--- config.mk ---
export PLATFORM = sky130hd
export DESIGN_NAME = mem_wb_stage
export DESIGN_NICKNAME = d
export VERILOG_FILES = /design/src/rtl/mips_pkg.sv /design/src/rtl/load_align.sv /design/src/rtl/mem_wb_stage.sv
export SDC_FILE = /design/constraint.sdc
export NUM_CORES = 1
export LEC_CHECK = 0
export ABC_AREA = 1
export CAP_MARGIN = 5
export CORE_MARGIN = 10
export CORE_UTILIZATION = 36
export CTS_BUF_LIST = sky130_fd_sc_hd__clkbuf_8 sky130_fd_sc_hd__clkbuf_16
export DETAILED_ROUTE_END_ITERATION = 7
export GPL_TIMING_DRIVEN = 0
export PLACE_DENSITY = 0.64
export SLEW_MARGIN = 20
export SYNTH_ARGS = -nofsm -noshare
export SYNTH_HDL_FRONTEND = slang
export SYNTH_SLANG_ARGS = --single-unit
--- constraint.sdc ---
create_clock -name Clock -period 3.4 [get_ports Clock]
set_clock_uncertainty 0.2 [all_clocks]
set_input_delay 0.51 -clock Clock [delete_from_list [all_inputs] [get_ports Clock]]
set_output_delay 0.51 -clock Clock [all_outputs]
set_load 0.005 [all_outputs]
--- src/rtl/mips_pkg.sv ---
// Shared MIPS datapath encodings used by the MEM/WB stage and its load formatter.
package mips_pkg;
  localparam int WORD_W = 32;

  localparam logic [1:0] RESULT_ALU  = 2'b00;
  localparam logic [1:0] RESULT_LOAD = 2'b01;
  localparam logic [1:0] RESULT_LINK = 2'b10;

  localparam logic [1:0] LOAD_BYTE = 2'b00;
  localparam logic [1:0] LOAD_HALF = 2'b01;
  localparam logic [1:0] LOAD_WORD = 2'b10;

  localparam logic [4:0] REG_ZERO = 5'd0;
endpackage

--- src/rtl/load_align.sv ---
// Big-endian byte/half extraction with sign/zero extension and misalignment detect.
module load_align
  import mips_pkg::*;
(
  input  logic [WORD_W-1:0] word_i,
  input  logic [1:0]        offset_i,
  input  logic [1:0]        size_i,
  input  logic              unsigned_i,
  output logic [WORD_W-1:0] data_o,
  output logic              misalign_o
);
  logic [7:0]  byte_sel;
  logic [15:0] half_sel;

  always_comb begin
    byte_sel = word_i[31:24];
    case (offset_i)
      2'd1:    byte_sel = word_i[23:16];
      2'd2:    byte_sel = word_i[15:8];
      2'd3:    byte_sel = word_i[7:0];
      default: byte_sel = word_i[31:24];
    endcase
    // Odd half offsets still pick a half here; the fault flag discards the data.
    half_sel = offset_i[1] ? word_i[15:0] : word_i[31:16];
  end

  always_comb begin
    data_o     = word_i;
    misalign_o = 1'b0;
    case (size_i)
      LOAD_BYTE: data_o = {{24{byte_sel[7] & ~unsigned_i}}, byte_sel};
      LOAD_HALF: begin
        data_o     = {{16{half_sel[15] & ~unsigned_i}}, half_sel};
        misalign_o = offset_i[0];
      end
      default:   misalign_o = (offset_i != 2'd0);
    endcase
  end
endmodule

--- src/rtl/mem_wb_stage.sv ---
// MEM/WB pipeline register: formats load data, selects the write-back result,
// drives the register-file write port from flops and counts retirements.
module mem_wb_stage
  import mips_pkg::*;
#(
  parameter int DATA_WIDTH     = 32,
  parameter int REG_ADDR_WIDTH = 5,
  parameter int COUNT_WIDTH    = 32
) (
  input  logic                      Clock,
  input  logic                      Reset_N,
  input  logic                      Stall,
  input  logic                      Flush,
  input  logic                      Mem_Valid,
  input  logic                      Mem_Reg_Write,
  input  logic [REG_ADDR_WIDTH-1:0] Mem_Write_Reg,
  input  logic [1:0]                Mem_Result_Sel,
  input  logic [DATA_WIDTH-1:0]     Mem_Alu_Result,
  input  logic [DATA_WIDTH-1:0]     Mem_Load_Data,
  input  logic [1:0]                Mem_Load_Size,
  input  logic                      Mem_Load_Unsigned,
  input  logic [DATA_WIDTH-1:0]     Mem_Pc_Plus_8,
  output logic [REG_ADDR_WIDTH-1:0] Write_Reg,
  output logic [DATA_WIDTH-1:0]     Write_Data,
  output logic                      Reg_Write,
  output logic                      Wb_Valid,
  output logic                      Load_Fault,
  output logic [COUNT_WIDTH-1:0]    Retire_Count
);
  logic [DATA_WIDTH-1:0]     load_fmt;
  logic                      misalign;
  logic [DATA_WIDTH-1:0]     result;
  logic                      fault_d, reg_write_d, wb_valid_d;
  logic [DATA_WIDTH-1:0]     wdata_d;

  logic [REG_ADDR_WIDTH-1:0] wreg_q;
  logic [DATA_WIDTH-1:0]     wdata_q;
  logic                      reg_write_q, wb_valid_q, fault_q;
  logic [COUNT_WIDTH-1:0]    cnt_q;

  load_align u_align (
    .word_i     (Mem_Load_Data),
    .offset_i   (Mem_Alu_Result[1:0]),
    .size_i     (Mem_Load_Size),
    .unsigned_i (Mem_Load_Unsigned),
    .data_o     (load_fmt),
    .misalign_o (misalign)
  );

  always_comb begin
    case (Mem_Result_Sel)
      RESULT_LOAD: result = load_fmt;
      RESULT_LINK: result = Mem_Pc_Plus_8;
      default:     result = Mem_Alu_Result;
    endcase
    fault_d     = Mem_Valid & (Mem_Result_Sel == RESULT_LOAD) & misalign;
    wdata_d     = fault_d ? '0 : result;
    wb_valid_d  = Mem_Valid & ~fault_d;
    reg_write_d = wb_valid_d & Mem_Reg_Write & (Mem_Write_Reg != REG_ADDR_WIDTH'(REG_ZERO));
  end

  // Flush only clears the qualifiers; the data fields are dead once they drop.
  always_ff @(posedge Clock or negedge Reset_N) begin
    if (!Reset_N) begin
      wreg_q      <= '0;
      wdata_q     <= '0;
      reg_write_q <= 1'b0;
      wb_valid_q  <= 1'b0;
      fault_q     <= 1'b0;
      cnt_q       <= '0;
    end else if (Flush) begin
      reg_write_q <= 1'b0;
      wb_valid_q  <= 1'b0;
      fault_q     <= 1'b0;
    end else if (!Stall) begin
      wreg_q      <= Mem_Write_Reg;
      wdata_q     <= wdata_d;
      reg_write_q <= reg_write_d;
      wb_valid_q  <= wb_valid_d;
      fault_q     <= fault_d;
      if (wb_valid_d) cnt_q <= cnt_q + COUNT_WIDTH'(1);
    end
  end

  assign Write_Reg    = wreg_q;
  assign Write_Data   = wdata_q;
  assign Reg_Write    = reg_write_q;
  assign Wb_Valid     = wb_valid_q;
  assign Load_Fault   = fault_q;
  assign Retire_Count = cnt_q;
endmodule

==> flow_metrics.env, run 1 <==
export IMPL_drtIter0Drc=444
export IMPL_die_w_um=138
export IMPL_clock_latency_ns=0.34
export IMPL_nFillCells=1419
export IMPL_dieArea_sq_um=19100
export IMPL_core_area_sq_um=13800
export IMPL_final_layout_size_suffix_gt1_share_pct=6.16
export IMPL_numCtsBuffers=9
export IMPL_reg2reg_depth=10
export IMPL_syn_area_sq_um=5040
export IMPL_path_max_fanout=10
export IMPL_io_pins=184
export IMPL_synth_nets=907
export IMPL_clock_fmax_ghz=0.392
export IMPL_ys_seq_area_share_pct=35.7
export IMPL_via_per_inst=4.85
export IMPL_chipHeight_um=138
export IMPL_status="finished, final reports clean"
export IMPL_crit_family="buffers and inverters"
export IMPL_power_density_nw_per_um2=404
export IMPL_grt_pass1_wl_um=31100
export IMPL_rsz0062_at_grt="no"
export IMPL_min_from="Write_Reg[3]$_DFFE_PN0P_"
export IMPL_utilization_pct=53.5
export IMPL_dp_cells=1154
export IMPL_setup_violations_final=0
export IMPL_synthCells=792
export IMPL_grt_overflow=0
export IMPL_firstDrtPassIters=5
export IMPL_rr_endpoint="Retire_Count[30]$_DFFE_PN0P_"
export IMPL_antenna_found_initial=1
export IMPL_whs_endpoint="Write_Reg[3]$_DFFE_PN0P_"
export IMPL_finalCritPeriodShare_pct=75.1
export IMPL_hold_ws_ns=0.270
export IMPL_yosys_warnings=0
export IMPL_synth_cell_types=34
export IMPL_io_buffers=181
export IMPL_finalNonFillerCells=1171
export IMPL_power_leakage_nw=3.45
export IMPL_cp_cell_sequence="clkdlybuf4s50_1, inv_1, ha_1, clkbuf_1, inv_1, clkbuf_1, nand2_1, a21oi_1, o21ai_0"
export IMPL_drv_cap=0
export IMPL_min_period_ns=2.55
export IMPL_vias=5680
export IMPL_gp_congestion=0.940
export IMPL_cts_root_buffer="clkbuf_16"
export IMPL_critPathArrivalTime_ns=2.57
export IMPL_timing_rr_start="Retire_Count[0]$_DFFE_PN0P_"
export IMPL_cts_clk_slew_worst_paths_ns=0.06
export IMPL_critPathCaptureType="register"
export IMPL_async_flop_share_pct=100
export IMPL_hold_viol_final=0
export IMPL_relSlewSlack_pct=60.5
export IMPL_synth_ff_type="dfrtp_1"
export IMPL_cp_slowest_cell="clkdlybuf4s50_1"
export IMPL_wirelength_um=19500
export IMPL_num_rows=43
export IMPL_place_area_sq_um=7100
export IMPL_rrSetupSlack_ns=1.21
export IMPL_hold_path_class="register to register"
export IMPL_worstSetupStartpointType="input pin"
export IMPL_path_class="input pin to register"
export IMPL_drv_slew=0
export IMPL_grt_max_degree=47
export IMPL_final_common_cell="nand2_1"
export IMPL_fin_ws_ns=0.847
export IMPL_cts_htree_levels=3
export IMPL_place_worst_setup_slack_ns=0.513
export IMPL_syn_avg_cell_area_sq_um=6.37
export IMPL_mostFrequentLayoutCells="nand2_1 (333), clkdlybuf4s50_1 (180), nor2_1 (133), dfrtp_1 (72)"
export IMPL_cp_required_ns=3.42
export IMPL_grt_util_all_layers_pct=19.9
export IMPL_initial_utilization_pct=36.5
export IMPL_cpPeakStageDelay_ns=0.49
export IMPL_drtAntennaViolNets=0
export IMPL_tightest_slew_ns=0.593
export IMPL_synth_seq_cells=72
export IMPL_cts_tree="yes"
export IMPL_synth_edf_count=0
export IMPL_path_buf_inv=5
export IMPL_holdPathStages=2
export IMPL_clock_sinks=72
export IMPL_fin_nets=1101
export IMPL_final_area_sq_um=7400
export IMPL_drc=0
export IMPL_areaGrowthSynthToFinish_pct=46.7
export IMPL_cts_setup_buffers=0
export IMPL_ir_drop_uv=211
export IMPL_dp_hpwl_um=15700
export IMPL_wl_per_cell_um=16.7
export IMPL_cts_max_path_buffers=2
export IMPL_grt_pass1_vias=5667
synth_stat cells, types with 2 or more instances:
master	count	area, sq um
a21oi_1	45	225
buf_2	4	20.0
buf_4	3	22.5
buf_6	8	90.1
clkbuf_1	18	67.6
dfrtp_1	72	1800
ha_1	3	37.5
inv_1	45	169
nand2_1	333	1250
nand2_2	3	18.8
nand2_4	2	22.5
nand3_1	30	150
nand3_4	2	35.0
nand3b_1	6	45.0
nand4_1	2	12.5
nor2_1	133	499
nor2_2	2	12.5
nor3_1	12	60.1
o211ai_1	5	37.5
o21ai_0	21	105
o21ai_2	11	96.3
o221ai_1	3	26.3
or2_2	4	25.0
xnor2_1	3	26.3
xor2_1	13	114
worst reg2reg max path: stages (launching register included):
cell and delay (ns):
dfrtp_1 0.43, ha_1 0.26, nand3_1 0.25, nor2_1 0.25, inv_1 0.12, nor2_1 0.28, nand2_1 0.09, nand2_1 0.06
nand2_1 0.05, nand2_1 0.06, nand2_1 0.05
sequential cells by signal (all words and copies together) (netlist names):
name and flops:
Reg_Write 1, Load_Fault 1, Wb_Valid 1, Write_Data 32, Write_Reg 5, Retire_Count 32
layout make-up:
| type | count | area, sq um | area share (%) |
|---|---|---|---|
| timing repair buffer | 183 | 1850 | 25.0 |
| tap | 180 | 225 | 3.04 |
| buffer | 33 | 200 | 2.71 |
| clock inverter | 4 | 28.8 | 0.389 |
| sequential | 72 | 1800 | 24.4 |
| clock buffer | 11 | 253 | 3.42 |
| antenna | 1 | 2.50 | 0.0338 |
| multi-input combinational | 638 | 2850 | 38.5 |
| inverter | 49 | 191 | 2.59 |
worst max-delay path by stage:
stage                                  to  cells past startpoint         startpoint
3_3_place_gp   Write_Data[28]$_DFFE_PN0P_                      1            Reset_N
3_5_place_dp    Write_Data[4]$_DFFE_PN0P_                      9  Mem_Result_Sel[0]
4_1_cts         Write_Data[4]$_DFFE_PN0P_                      9  Mem_Result_Sel[0]
6_report        Write_Data[4]$_DFFE_PN0P_                      9  Mem_Result_Sel[0]
5_1_grt         Write_Data[4]$_DFFE_PN0P_                      9  Mem_Result_Sel[0]
2_1_floorplan   Write_Data[3]$_DFFE_PN0P_                      8  Mem_Result_Sel[0]
routing by layer:
layer  GRT usage (%)  wire length [um]  up-vias
li1                -                 -     2868
met3            8.73              2120       26
met4            5.11               318        0
met1            23.4              7880     2568
met2            32.6              9190      218
met5               0                 0        -
where the power goes:
group	total [mW]	internal, mW	leakage [nW]	switching (mW)
clock network	0.932	0.532	0.134	0.400
registers	1.11	0.987	0.923	0.125
logic	0.943	0.502	2.39	0.441
total	2.99	2.02	3.45	0.966
metrics by stage:
step                power [mW]  setup TNS, ns
floorplan                 1.50              0
global placement          2.06         -83.51
detailed placement        2.07              0
CTS                       3.01              0
global route              3.17              0
finish                    2.99              0
repair_timing:
action                                  4_1_cts  5_1_grt
hold buffers                                  1        0
gates resized for setup                       0        0
endpoints found under the setup margin        0        0
hold endpoints to repair                     26        0
logic make-up after synthesis:
logic type | count (synthesis) | share of synthesized area (%)
AO/OA/AOI/OAI | 86 | 9.83
flip-flops | 72 | 35.7
XOR/XNOR | 16 | 2.78
adder cells (fa/ha/maj) | 3 | 0.744
buffers and inverters | 82 | 7.77
AND/OR/NAND/NOR | 533 | 43.2
(Power assumes the default switching activity.)
==> inputs of run 2 (changes only) <==
PLACE_DENSITY = 0.66   (was 0.64)
clock period = 2.1 ns   (was 3.4 ns; I/O delays follow)
==> run 2 against run 1 <==
Clock power is 60% higher. Cell count is 0.17% higher. Wire length is 0.23% higher. Utilization is 0.14 points higher. Count of clock-buffer cells in the layout is 2 lower. Global-route usage is 0.28 points lower. Power is 62% higher. Register-to-register slack worse by 1.1 ns. Flip-flop and latch count stayed put. Setup slack worse by 0.73 ns.
==> flow_metrics.env, run 2 (synthesized netlist as in run 1, its figures left out) <==
export IMPL_drv_slew=0
export IMPL_place_area_sq_um=7100
export IMPL_final_layout_size_suffix_gt1_share_pct=7.27
export IMPL_chipHeight_um=138
export IMPL_drtAntennaViolNets=0
export IMPL_cp_slowest_cell="clkdlybuf4s50_1"
export IMPL_power_mw=4.83
export IMPL_via_per_inst=4.90
export IMPL_worstSetupStartpointType="input pin"
export IMPL_fin_ws_ns=0.113
export IMPL_critPathArrivalTime_ns=2.02
export IMPL_grt_max_degree=41
export IMPL_power_leakage_nw=3.47
export IMPL_hold_path_class="input pin to async pin"
export IMPL_final_area_sq_um=7420
export IMPL_dieArea_sq_um=19100
export IMPL_utilization_pct=53.7
export IMPL_io_buffers=181
export IMPL_wl_per_cell_um=16.7
export IMPL_cpPeakStageDelay_ns=0.48
export IMPL_finalNonFillerCells=1173
export IMPL_die_w_um=138
export IMPL_drtIter0Drc=511
export IMPL_path_max_fanout=10
export IMPL_hold_viol_final=0
export IMPL_cts_root_buffer="clkbuf_16"
export IMPL_power_density_nw_per_um2=652
export IMPL_final_common_cell="nand2_1"
export IMPL_tightest_slew_ns=0.569
export IMPL_drv_cap=0
export IMPL_clock_latency_ns=0.35
export IMPL_gp_congestion=0.925
export IMPL_cts_max_path_buffers=2
export IMPL_finalCritPeriodShare_pct=94.6
export IMPL_fin_setup_tns_ns=0
export IMPL_clock_fmax_ghz=0.503
export IMPL_core_area_sq_um=13800
export IMPL_setup_violations_final=0
export IMPL_cts_tree="yes"
export IMPL_crit_family="buffers and inverters"
export IMPL_cts_htree_levels=3
export IMPL_firstDrtPassIters=5
export IMPL_grt_overflow=0
export IMPL_grt_pass1_vias=5659
export IMPL_relSlewSlack_pct=62.1
export IMPL_place_worst_setup_slack_ns=-0.518
export IMPL_grt_pass1_wl_um=30500
export IMPL_dp_cells=1154
export IMPL_wirelength_um=19500
export IMPL_dp_hpwl_um=15600
export IMPL_fin_nets=1101
export IMPL_rsz0062_at_grt="no"
export IMPL_cp_cell_sequence="clkdlybuf4s50_1, inv_1, ha_1, inv_1, buf_2, nand2_1, a21oi_1, o21ai_0"
export IMPL_min_period_ns=1.99
export IMPL_crit_path_frequent_cell="inv_1"
export IMPL_mostFrequentLayoutCells="nand2_1 (333), clkdlybuf4s50_1 (180), nor2_1 (131), dfrtp_1 (72), inv_1 (46)"
export IMPL_clock_sinks=72
export IMPL_antenna_found_initial=3
export IMPL_drc=0
export IMPL_grt_util_all_layers_pct=19.7
export IMPL_initial_utilization_pct=36.5
export IMPL_areaGrowthSynthToFinish_pct=47.1
export IMPL_cp_required_ns=2.13
export IMPL_critPathCaptureType="register"
export IMPL_vias=5753
export IMPL_path_class="input pin to register"
export IMPL_path_buf_inv=4
export IMPL_rrSetupSlack_ns=0.13
export IMPL_num_rows=43
export IMPL_ir_drop_uv=400
export IMPL_hold_ws_ns=0.271
export IMPL_io_pins=184
export IMPL_cts_clk_slew_worst_paths_ns=0.07
export IMPL_status="finished, final reports clean"
export IMPL_numCtsBuffers=9
run 2: final timing paths:
check / start / endpoint / depth (start not counted)
max: Mem_Result_Sel[0] / Write_Data[3]$_DFFE_PN0P_ / 8
min in group Clock: Write_Reg[3]$_DFFE_PN0P_ / Write_Reg[3]$_DFFE_PN0P_ / 2
max in group asynchronous: Reset_N / Write_Data[30]$_DFFE_PN0P_ / 3
min: Reset_N / Retire_Count[9]$_DFFE_PN0P_ / 2
min reg2reg: Write_Reg[3]$_DFFE_PN0P_ / Write_Reg[3]$_DFFE_PN0P_ / 2
max reg2reg: Retire_Count[0]$_DFFE_PN0P_ / Retire_Count[16]$_DFFE_PN0P_ / 8
run 2: metal layers:
metal	global-route usage [%]	vias up	part of all wire (%)
li1	-	2866	-
met1	22.1	2620	40
met2	32.5	224	47
met3	8.18	41	9.8
met4	7.38	2	2.8
met5	0	-	0.041
run 2: power breakdown:
part	switching (mW)	internal, mW	total, mW	leakage (nW)
Clock	0.687	0.803	1.49	0.137
Sequential	0.209	1.60	1.81	0.923
Combinational	0.718	0.819	1.54	2.41
Total	1.61	3.22	4.83	3.47
run 2: repair_timing:
item / 4_1_cts / 5_1_grt
hold buffers: 1 / 0
endpoints found under the hold margin: 32 / 0
buffers inserted: 0 / 1
resized for setup: 3 / 13
endpoints found under the setup margin: 21 / 39
run 2: layout make-up:
type                            instances  area, sq um
Sequential cell                        72         1800
Buffer                                 32          205
Timing Repair Buffer                  184         1850
Clock buffer                            9          225
Antenna cell                            2         5.00
Clock inverter                          7         47.5
Inverter                               49          195
Tap cell                              180          225
Fill cell                            1375         6410
Multi-Input combinational cell        638         2870
